### src/rtl/sd_resp_pkg.sv
// Shared state encoding and sector geometry for the sector-transfer responder.
package sd_resp_pkg;
  localparam int SECTOR_WORDS = 256;
  localparam int BUFF_AW      = 8;
  localparam logic [BUFF_AW-1:0] LAST_IDX = BUFF_AW'(SECTOR_WORDS - 1);

  typedef enum logic [3:0] {
    IDLE, RD_ISSUE, RD_WAIT, RD_PUT, WR_ADDR, WR_LATCH, WR_ISSUE, WR_WAIT, DONE
  } state_t;

  // sd_ack is high exactly while the FSM is inside a word loop.
  function automatic logic in_transfer(state_t s);
    return (s != IDLE) && (s != DONE);
  endfunction
endpackage

### src/rtl/sd_sector_responder.sv
// Target side of the sd_lba/sd_rd/sd_wr/sd_ack sector handshake, moving one
// 256-word sector between the initiator buffer port and a word-addressed memory.
// IDLE accept req | RD_ISSUE mem_rd | RD_WAIT await ready | RD_PUT buffer strobe
// WR_ADDR addr settles | WR_LATCH take din | WR_ISSUE mem_wr | WR_WAIT await ready | DONE gap
module sd_sector_responder
  import sd_resp_pkg::*;
#(
  parameter int LBA_W  = 7,
  parameter int MEM_AW = LBA_W + 8
) (
  input  logic               clk_sys,
  input  logic               RESET_N,
  input  logic [31:0]        sd_lba,
  input  logic               sd_rd,
  input  logic               sd_wr,
  output logic               sd_ack,
  output logic [BUFF_AW-1:0] sd_buff_addr,
  output logic [15:0]        sd_buff_dout,
  output logic               sd_buff_wr,
  input  logic [15:0]        sd_buff_din,
  output logic [MEM_AW-1:0]  mem_addr,
  output logic               mem_rd,
  output logic               mem_wr,
  output logic [15:0]        mem_wdata,
  input  logic [15:0]        mem_rdata,
  input  logic               mem_ready
);
  state_t             state, state_next;
  logic [LBA_W-1:0]   lba_q;
  logic [BUFF_AW-1:0] idx;
  logic               start, idx_inc, rd_capture, wr_latch, last_word;
  logic               unused_lba_hi;

  assign last_word     = (idx == LAST_IDX);
  assign unused_lba_hi = ^sd_lba[31:LBA_W];
  assign sd_buff_addr  = idx;
  assign mem_addr      = {lba_q, idx};

  always_comb begin
    state_next = state;
    start      = 1'b0;
    idx_inc    = 1'b0;
    rd_capture = 1'b0;
    wr_latch   = 1'b0;
    case (state)
      IDLE: begin
        if (sd_rd) begin
          state_next = RD_ISSUE;
          start      = 1'b1;
        end else if (sd_wr) begin
          state_next = WR_ADDR;
          start      = 1'b1;
        end
      end
      RD_ISSUE: state_next = RD_WAIT;
      RD_WAIT: begin
        if (mem_ready) begin
          state_next = RD_PUT;
          rd_capture = 1'b1;
        end
      end
      RD_PUT: begin
        if (last_word) begin
          state_next = DONE;
        end else begin
          state_next = RD_ISSUE;
          idx_inc    = 1'b1;
        end
      end
      WR_ADDR: state_next = WR_LATCH;
      WR_LATCH: begin
        state_next = WR_ISSUE;
        wr_latch   = 1'b1;
      end
      WR_ISSUE: state_next = WR_WAIT;
      WR_WAIT: begin
        if (mem_ready) begin
          if (last_word) begin
            state_next = DONE;
          end else begin
            state_next = WR_ADDR;
            idx_inc    = 1'b1;
          end
        end
      end
      DONE:    state_next = IDLE;
      default: state_next = IDLE;
    endcase
  end

  // Strobes are decoded from the next state so they are registered yet
  // coincide with the state they belong to.
  always_ff @(posedge clk_sys or negedge RESET_N) begin
    if (!RESET_N) begin
      state        <= IDLE;
      lba_q        <= '0;
      idx          <= '0;
      sd_ack       <= 1'b0;
      sd_buff_dout <= '0;
      sd_buff_wr   <= 1'b0;
      mem_rd       <= 1'b0;
      mem_wr       <= 1'b0;
      mem_wdata    <= '0;
    end else begin
      state      <= state_next;
      sd_ack     <= in_transfer(state_next);
      sd_buff_wr <= (state_next == RD_PUT);
      mem_rd     <= (state_next == RD_ISSUE);
      mem_wr     <= (state_next == WR_ISSUE);
      if (start) begin
        lba_q <= sd_lba[LBA_W-1:0];
        idx   <= '0;
      end else if (idx_inc) begin
        idx <= idx + 1'b1;
      end
      if (rd_capture) sd_buff_dout <= mem_rdata;
      if (wr_latch)   mem_wdata    <= sd_buff_din;
    end
  end
endmodule

### config.mk
export PLATFORM = sky130hd
export DESIGN_NAME = sd_sector_responder
export DESIGN_NICKNAME = d
export VERILOG_FILES = /design/src/rtl/sd_resp_pkg.sv /design/src/rtl/sd_sector_responder.sv
export SDC_FILE = /design/constraint.sdc
export NUM_CORES = 1
export LEC_CHECK = 0
export ABC_AREA = 1
export CORE_ASPECT_RATIO = 1.5
export CORE_MARGIN = 10
export CORE_UTILIZATION = 30
export CTS_CLUSTER_DIAMETER = 150
export DETAILED_ROUTE_END_ITERATION = 7
export GPL_TIMING_DRIVEN = 0
export PLACE_DENSITY = 0.65
export SLEW_MARGIN = 15
export SYNTH_ARGS = -nofsm -noshare
export SYNTH_HDL_FRONTEND = slang
export SYNTH_SLANG_ARGS = --single-unit
export TNS_END_PERCENT = 30
### constraint.sdc
create_clock -name clk_sys -period 1.3 [get_ports clk_sys]
set_clock_uncertainty 0.1 [all_clocks]
set_input_delay 0.195 -clock clk_sys [delete_from_list [all_inputs] [get_ports clk_sys]]
set_output_delay 0.195 -clock clk_sys [all_outputs]
set_load 0.02 [all_outputs]
## Word-level counts from Yosys, hierarchy flattened

Cells that the tools add are included.

- Register bits: 55
- Output and inout bits: 59
- Word-level logic and storage cells: 44

- $add $sub $neg: 1
- Eq/ne operators: 12
- Muxes and demuxes: 18
- Reductions and logical operators: 4

Operators with widths:

| operator | number |
|---|---|
| 4-bit one-hot mux with 8 select lines | 1 |
| 4-bit 2-to-1 mux | 6 |
| 4-bit by 3-bit == test with 1-bit output, second input constant | 5 |
| 8-bit 2-to-1 mux | 2 |
| 4-bit by 2-bit == test with 1-bit output, second input constant | 3 |
| 8-bit by 1-bit adder with 8-bit output, second input constant | 1 |
| 4-bit by 1-bit == test with 1-bit output, second input constant | 2 |
| 8-bit == test, second input constant | 1 |
| 1-bit 2-to-1 mux | 8 |
| 4-bit zero test | 1 |
| 4-bit inequality test, second input constant | 1 |
| 4-bit nonzero test | 1 |
| 1-bit one-hot mux with 2 select lines | 1 |
| 2-bit nonzero test | 1 |
| 1-bit logical AND | 1 |

## Logic depth before layout (Yosys ltp)

Gate-level depths: netlist of run 1.

- Depth in word-level cells: 6
- Mapped depth: 9

## Worst setup path after synthesis of run 1

No wires, ideal clock.

- Kind: register -> register
- Start point: reg idx[0], in the netlist sd_buff_addr[0]
- End point: reg sd_ack
- Library setup time: 0.119 ns
- Arrival: 1.405 ns
- Data required time: 1.081 ns
- Setup slack: -0.323 ns
- Cell stages (with the launch flop): 9
- Cells stage by stage: dfrtp_1 -> ha_1 -> inv_1 -> nor2_2 -> nand2_2 -> nand3_1 -> nand2_1 -> nor2_2 -> nand2_1

- Word-level cells in the longest chain between the ends: 6
- Elaborated cells on any way between the ends: 8
- Classes of those cells: eq/ne (2); mux (4); reduce/logical (2)

RTL lines:

| element | line | text |
|---|---|---|
| from (decl) | sd_sector_responder.sv:30 | `logic [BUFF_AW-1:0] idx;` |
| from (signal assigned) | sd_sector_responder.sv:114 | `idx <= idx + 1'b1;` |
| 8-bit == test * | sd_sector_responder.sv:34 | `assign last_word = (idx == LAST_IDX);` |
| 4-bit 2-to-1 mux | sd_sector_responder.sv:78 | `if (last_word) begin` |
| 4-bit 2-to-1 mux | sd_sector_responder.sv:77 | `if (mem_ready) begin` |
| 4-bit one-hot mux with 8 select lines * | sd_sector_responder.sv:45 | `case (state)` |
| 4-bit inequality test / 4-bit nonzero test (equally long branches) | sd_resp_pkg.sv:13 | `return (s != IDLE) && (s != DONE);` |
| 1-bit logical AND * | sd_resp_pkg.sv:13 |  |
| to (signal assigned) | sd_sector_responder.sv:106 | `sd_ack <= in_transfer(state_next);` |
| to (decl) | sd_sector_responder.sv:16 | `output logic sd_ack,` |

Every way passes the cells marked *; elsewhere a longest branch is shown, timed or not.
A chain may end at the register's enable or synchronous reset.

## Worst setup path in the final report of run 1

- Start point: reg state[2]
- End point: reg lba_q[2]

- Word-level cells in the longest chain between the ends: 2

RTL lines:

| element | line | text |
|---|---|---|
| from (decl) | sd_sector_responder.sv:28 | `state_t state, state_next;` |
| from (signal assigned) | sd_sector_responder.sv:105 | `state <= state_next;` |
| 4-bit zero test | sd_sector_responder.sv:45 |  |
| 1-bit 2-to-1 mux | sd_sector_responder.sv:45 |  |
| to (signal assigned) | sd_sector_responder.sv:111 | `lba_q <= sd_lba[LBA_W-1:0];` |
| to (decl) | sd_sector_responder.sv:29 | `logic [LBA_W-1:0] lba_q;` |

No other way between the ends.

==> impl_metrics.py, run 1 <==
metrics = {
    "final_layout": {
        "final-instance-count-excl-fill": 551,
        "nets": 515,
        "drive_above_1_share": 0.390,
        "syn_to_final_growth_pct": 72.0,
        "multiInputGateArea_um2": 1130,
        "seq_area_um2": 1390,
        "fillers": 762,
        "diodes": 0,
    },
    "die": {
        "pin_count": 128,
        "dieHeight_um": 132,
        "die_area_um2": 12400,
        "fp.dieW_um": 94.4,
        "start_util": 0.309,
        "core_area_um2": 8060,
        "rows": 40,
    },
    "clock_network": {
        "insertion_delay_ps": 290,
        "clock_sinks": 55,
        "cts.path.max_buffers": 2,
        "root_buffer": "clkbuf_16",
        "cts.reportedPaths.clkPinSlew_ps": 80,
        "cts_max_level": 2,
        "numCtsBuffers": 5,
        "cts_tree": "built",
    },
    "timing": {
        "max_slew_margin": 0.516,
        "tightest_slew_ps": 726,
        "hold_violations": 0,
        "min_period_ps": 1450,
        "fin_crit_sh": 1.12,
        "rsz0062_at_grt": "true",
        "timing.final.ws_setup_ps": -151,
        "finalSetupViolCount": 51,
        "tns_ps": -5190,
        "drv_slew": 0,
        "fmax_ghz": 0.689,
    },
    "setup_path": {
        "reg2reg_slack_ps": -150,
        "worst_path_most_repeated_cell": "nand2_1",
        "reg2reg_depth": 6,
        "cp-end-kind": "flip-flop",
        "cp_max_fo": 6,
        "cp_slowest_cell": "dfrtp_2",
        "critPathArrivalTime_ps": 1540,
        "crit_path_start_kind": "flip-flop",
        "cp_cell_sequence": "nor2_4, nand3_4, buf_8, clkbuf_16, nand2_1, nand2_1",
        "timing.rr.end": "lba_q[2]",
        "rr_startpoint": "state[2]",
        "critPathMaxStageDelay_ps": 440,
        "crit_required_ps": 1390,
        "worstSetupPathType": "flip-flop to flip-flop",
    },
    "drt": {
        "drcViolationCount": 0,
        "wl_per_cell_um": 14.5,
        "wirelength_um": 7970,
        "ant_nets": 0,
        "dr.pass1.iters": 4,
        "drt_iter0_drc": 98,
        "viasPerCell": 4.45,
        "vias": 2452,
    },
    "power": {
        "cellLeakagePower_nw": 2.21,
        "vdd_drop_max_mv": 1.43,
        "p_per_area_nw_per_um2": 2180,
    },
    "logic_synthesis": {
        "syn_area_per_cell_um2": 8.34,
        "ys_seq_area_frac": 0.552,
        "yosysWarnings": 0,
        "ys_types": 22,
        "mappedNetlistNets": 369,
        "syn_area_um2": 2490,
        "synthCells": 299,
        "ys_seq_elements": 55,
    },
    "placement": {
        "finalWeightedCongestion": 0.854,
        "dp.cells": 506,
        "numPortBuffers": 102,
        "place_hpwl_um": 5300,
    },
    "global_routing": {
        "grt_usage": 0.116,
        "grt_pass1_wl_um": 11800,
        "antenna_found_initial": 0,
        "grt_pass1_vias": 2375,
        "grt_max_degree": 56,
        "grt_overflow": 0,
    },
    "run": {
        "maxCapViolCount": 0,
    },
    "min_path": {
        "worstHoldPathCells": 3,
        "hp-class": "input pin to flip-flop",
        "hp-start": "sd_buff_din[8]",
        "holdPathEnd": "mem_wdata[8]",
    },
    "run_status": {
        "outcome": "finished, violations left",
        "violations": "setup timing",
    },
}
-- critical path: cells and delay by family (launching register included) --
family        cells  cell delay [ps]
flops             1              440
simple gates      4              490
buf+inv           2              320
-- layer usage --
layer | up-vias | part of all wire | global-route usage
met4 | 0 | 0.016 | 0.0339
met1 | 1154 | 0.37 | 0.124
li1 | 1201 | - | -
met3 | 13 | 0.083 | 0.0559
met5 | - | 0 | 0
met2 | 84 | 0.53 | 0.195
-- worst max path at each step --
| stage | start | slack [ps] | end |
|---|---|---|---|
| 2_1_floorplan | sd_buff_addr[0] | -90 | sd_ack |
| 3_3_place_gp | RESET_N | -2150 | sd_buff_addr[6] |
| 3_5_place_dp | mem_ready | -340 | sd_buff_addr[0] |
| 4_1_cts | state[0] | -180 | sd_buff_addr[7] |
| 5_1_grt | state[1] | -220 | mem_wdata[11] |
| 6_report | state[2] | -150 | lba_q[2] |
-- kinds of logic after synthesis --
family / share of synthesized area
simple gates: 0.352
xor+xnor: 0.0105
flops: 0.552
buf+inv: 0.0748
fa+ha+maj: 0.00502
compound gates: 0.00602
-- cells in the mapped netlist --
master / n / area (um2)
inv_2: 1 / 3.75
xor2_1: 3 / 26.3
nand4_1: 4 / 25.0
buf_2: 1 / 5.00
inv_1: 15 / 56.3
nand2_1: 157 / 589
nor2_4: 2 / 22.5
clkinv_1: 1 / 3.75
nand3_4: 1 / 17.5
a21oi_1: 2 / 10.0
nand2_2: 3 / 18.8
buf_4: 9 / 67.6
nand2_4: 3 / 33.8
buf_6: 4 / 45.0
o21ai_1: 1 / 5.00
dfrtp_1: 55 / 1380
clkinv_2: 1 / 5.00
nand3_1: 18 / 90.1
nor2_2: 4 / 25.0
nand3_2: 1 / 10.0
ha_1: 1 / 12.5
nor2_1: 12 / 45.0
-- power by group --
group | total, mW | internal (mW) | switching (mW)
clock network | 1.55 | 0.910 | 0.638
registers | 2.99 | 2.43 | 0.559
logic | 4.81 | 2.10 | 2.72
-- per-stage QoR --
| stage | total power [mW] | setup WS (ps) | utilization | instance area (um2) | hold WS (ps) |
|---|---|---|---|---|---|
| after CTS | 8.62 | -184 | 0.488 | 3930 | 318 |
| after global placement | 7.16 | -2150 | 0.457 | 3680 | 354 |
| final | 9.35 | -151 | 0.532 | 4290 | 326 |
| after detailed placement | 7.24 | -343 | 0.457 | 3680 | 211 |
| after floorplan | 5.20 | -93.5 | - | 2530 | -201 |
| after global routing | 9.99 | -224 | 0.532 | 4290 | 332 |
-- layout make-up --
type | count | share of cell area
Clock inverter | 3 | 0.0102
Sequential cell | 55 | 0.324
Inverter | 18 | 0.0184
Buffer | 14 | 0.0376
Multi-Input combinational cell | 212 | 0.264
Timing Repair Buffer | 139 | 0.286
Clock buffer | 5 | 0.0292
Tap cell | 105 | 0.0306
-- flip-flops by register name, summed over array words and instances (netlist names) --
name,count
lba_q,7
mem_rd,1
mem_wdata,16
mem_wr,1
sd_ack,1
sd_buff_addr,8
sd_buff_dout,16
sd_buff_wr,1
state,4
-- layout by cell type (no fill, tap or decap), drive strengths merged --
cell / Yosys / routed
buf: 14 / 65
nor2: 18 / 18
dlygate4sd3: 0 / 1
clkdlybuf4s15: 0 / 14
ha: 1 / 1
clkdlybuf4s50: 0 / 42
clkinvlp: 0 / 1
o21ai: 1 / 1
xor2: 3 / 3
nand3: 20 / 20
inv: 16 / 16
a21oi: 2 / 2
bufinv: 0 / 1
clkinv: 2 / 3
nand4: 4 / 4
clkbuf: 0 / 36
nand2: 163 / 163
dfrtp: 55 / 55
-- timing repair --
| item | 4_1_cts | 5_1_grt |
|---|---|---|
| setup endpoints to repair | 105 | 97 |
| pin swaps | 4 | 16 |
| cloned | 0 | 5 |
| hold buffers | 1 | 0 |
| resized for setup | 157 | 115 |
| endpoints found under the hold margin | 55 | 0 |
| buffers inserted | 8 | 23 |
(Power assumes the default switching activity.)
==> run 2: changes to the inputs <==
- CORE_MARGIN: 10 -> not set
==> impl_metrics.py, run 2 (synthesis results as in run 1) <==
metrics = {
    "die": {
        "fp.dieW_um": 76.4,
        "start_util": 0.309,
        "core_area_um2": 8060,
        "rows": 40,
        "die_area_um2": 8690,
        "dieHeight_um": 114,
        "pin_count": 128,
    },
    "power": {
        "p_per_area_nw_per_um2": 2130,
        "cellLeakagePower_nw": 2.05,
        "power.total_mw": 8.49,
        "vdd_drop_max_mv": 1.35,
    },
    "final_layout": {
        "diodes": 0,
        "drive_above_1_share": 0.297,
        "syn_to_final_growth_pct": 59.6,
        "nets": 500,
        "fin_area_um2": 3980,
        "final_cell_mix": "nand2_1 (142), dfrtp_1 (46), clkdlybuf4s50_1 (42)",
        "layout.cells.most_common": "nand2_1",
    },
    "run_status": {
        "outcome": "finished, violations left",
        "violations": "setup timing",
    },
    "global_routing": {
        "grt_overflow": 0,
        "grt_pass1_wl_um": 10300,
        "antenna_found_initial": 0,
        "grt_usage": 0.149,
        "grt_max_degree": 56,
        "grt_pass1_vias": 2261,
    },
    "run": {
        "maxCapViolCount": 0,
    },
    "setup_path": {
        "worstSetupPathType": "flip-flop to flip-flop",
        "crit_path_start_kind": "flip-flop",
        "cp_max_fo": 10,
        "reg2reg_slack_ps": -130,
        "crit_required_ps": 1380,
        "critPathArrivalTime_ps": 1510,
        "cp-end-kind": "flip-flop",
    },
    "clock_network": {
        "cts_max_level": 2,
        "insertion_delay_ps": 290,
        "root_buffer": "clkbuf_16",
        "cts.reportedPaths.clkPinSlew_ps": 70,
        "numCtsBuffers": 5,
        "cts_tree": "built",
        "clock_sinks": 55,
        "cts.path.max_buffers": 2,
    },
    "timing": {
        "finalSetupViolCount": 42,
        "drv_slew": 0,
        "min_period_ps": 1430,
        "timing.final.ws_setup_ps": -129,
        "hold_violations": 0,
        "fin_crit_sh": 1.10,
        "max_slew_margin": 0.533,
        "fmax_ghz": 0.700,
        "tightest_slew_ps": 701,
        "rsz0062_at_grt": "true",
    },
    "drt": {
        "wirelength_um": 6240,
        "top_layer": "met4",
        "dr.pass1.iters": 4,
        "drt_iter0_drc": 62,
        "ant_nets": 0,
        "wl_per_cell_um": 11.6,
        "met2_length_um": 3270,
        "routed-wl-met3_um": 353,
        "vias": 2306,
        "wl_met1_um": 2550,
        "drcViolationCount": 0,
        "viasPerCell": 4.30,
    },
    "placement": {
        "finalWeightedCongestion": 0.845,
        "numPortBuffers": 102,
        "dpl_cell_area_um2": 3680,
        "place_hpwl_um": 4390,
    },
    "min_path": {
        "hp-class": "input pin to flip-flop",
    },
}
[run 2: path summary, 6_finish.rpt]
kind                                     to  cells after the start     startpoint
setup / recovery            sd_buff_addr[2]                      6       state[2]
max in group asynchronous   sd_buff_addr[2]                      2        RESET_N
setup reg to reg            sd_buff_addr[2]                      6       state[2]
hold reg to reg                mem_wdata[5]                      2   mem_wdata[5]
hold / removal             sd_buff_dout[10]                      3  mem_rdata[10]
min in group asynchronous            mem_rd                      2        RESET_N
[run 2: through the flow]
stage | setup TNS (ps) | hold slack (ps) | setup slack, ps | instances | utilization
final | -3200 | 334 | -129 | 536 | 0.494
after global routing | -7020 | 339 | -203 | 536 | 0.494
after CTS | -5120 | 322 | -176 | 524 | 0.485
after detailed placement | -11490 | 199 | -358 | 506 | 0.457
after global placement | -114400 | 354 | -2070 | 506 | 0.457
after floorplan | -391 | -201 | -93.5 | 299 | -
[run 2: cell type report]
type                       instances  area (um2)
clock inverter                     2        12.5
fill                             780        4080
buffer                            14         143
inverter                          18        81.3
tap                              105         131
timing repair buffer             124        1080
clock buffer                       6         129
sequential                        55        1390
multi-input combinational        212        1020
[run 2: report_power, final]
| part | total (mW) | switching (mW) | leakage, nW | internal, mW |
|---|---|---|---|---|
| Sequential | 2.92 | 0.489 | 0.679 | 2.43 |
| Combinational | 4.26 | 2.48 | 1.30 | 1.78 |
| Clock | 1.31 | 0.594 | 0.0669 | 0.712 |
| Total | 8.49 | 3.56 | 2.05 | 4.93 |
[run 2: worst max-delay path: stages, from the launching register on]
cell and delay [ps]:
dfrtp_2 430, nor2_4 230, nand3_4 130, buf_6 160, buf_6 140, nand3_1 80, nand2_1 50
[run 2: what timing repair did]
item,CTS,global route
setup buffers,9,11
hold buffers,1,0
resized for setup,152,67
hold endpoints to repair,55,0
pin swaps,2,9
endpoints found under the setup margin,104,92
gates cloned,0,1
[run 2: routing by layer]
layer | vias up | track usage
met5 | - | 0
met4 | 0 | 0.0474
met3 | 6 | 0.0424
met2 | 70 | 0.279
met1 | 1058 | 0.159
li1 | 1172 | -
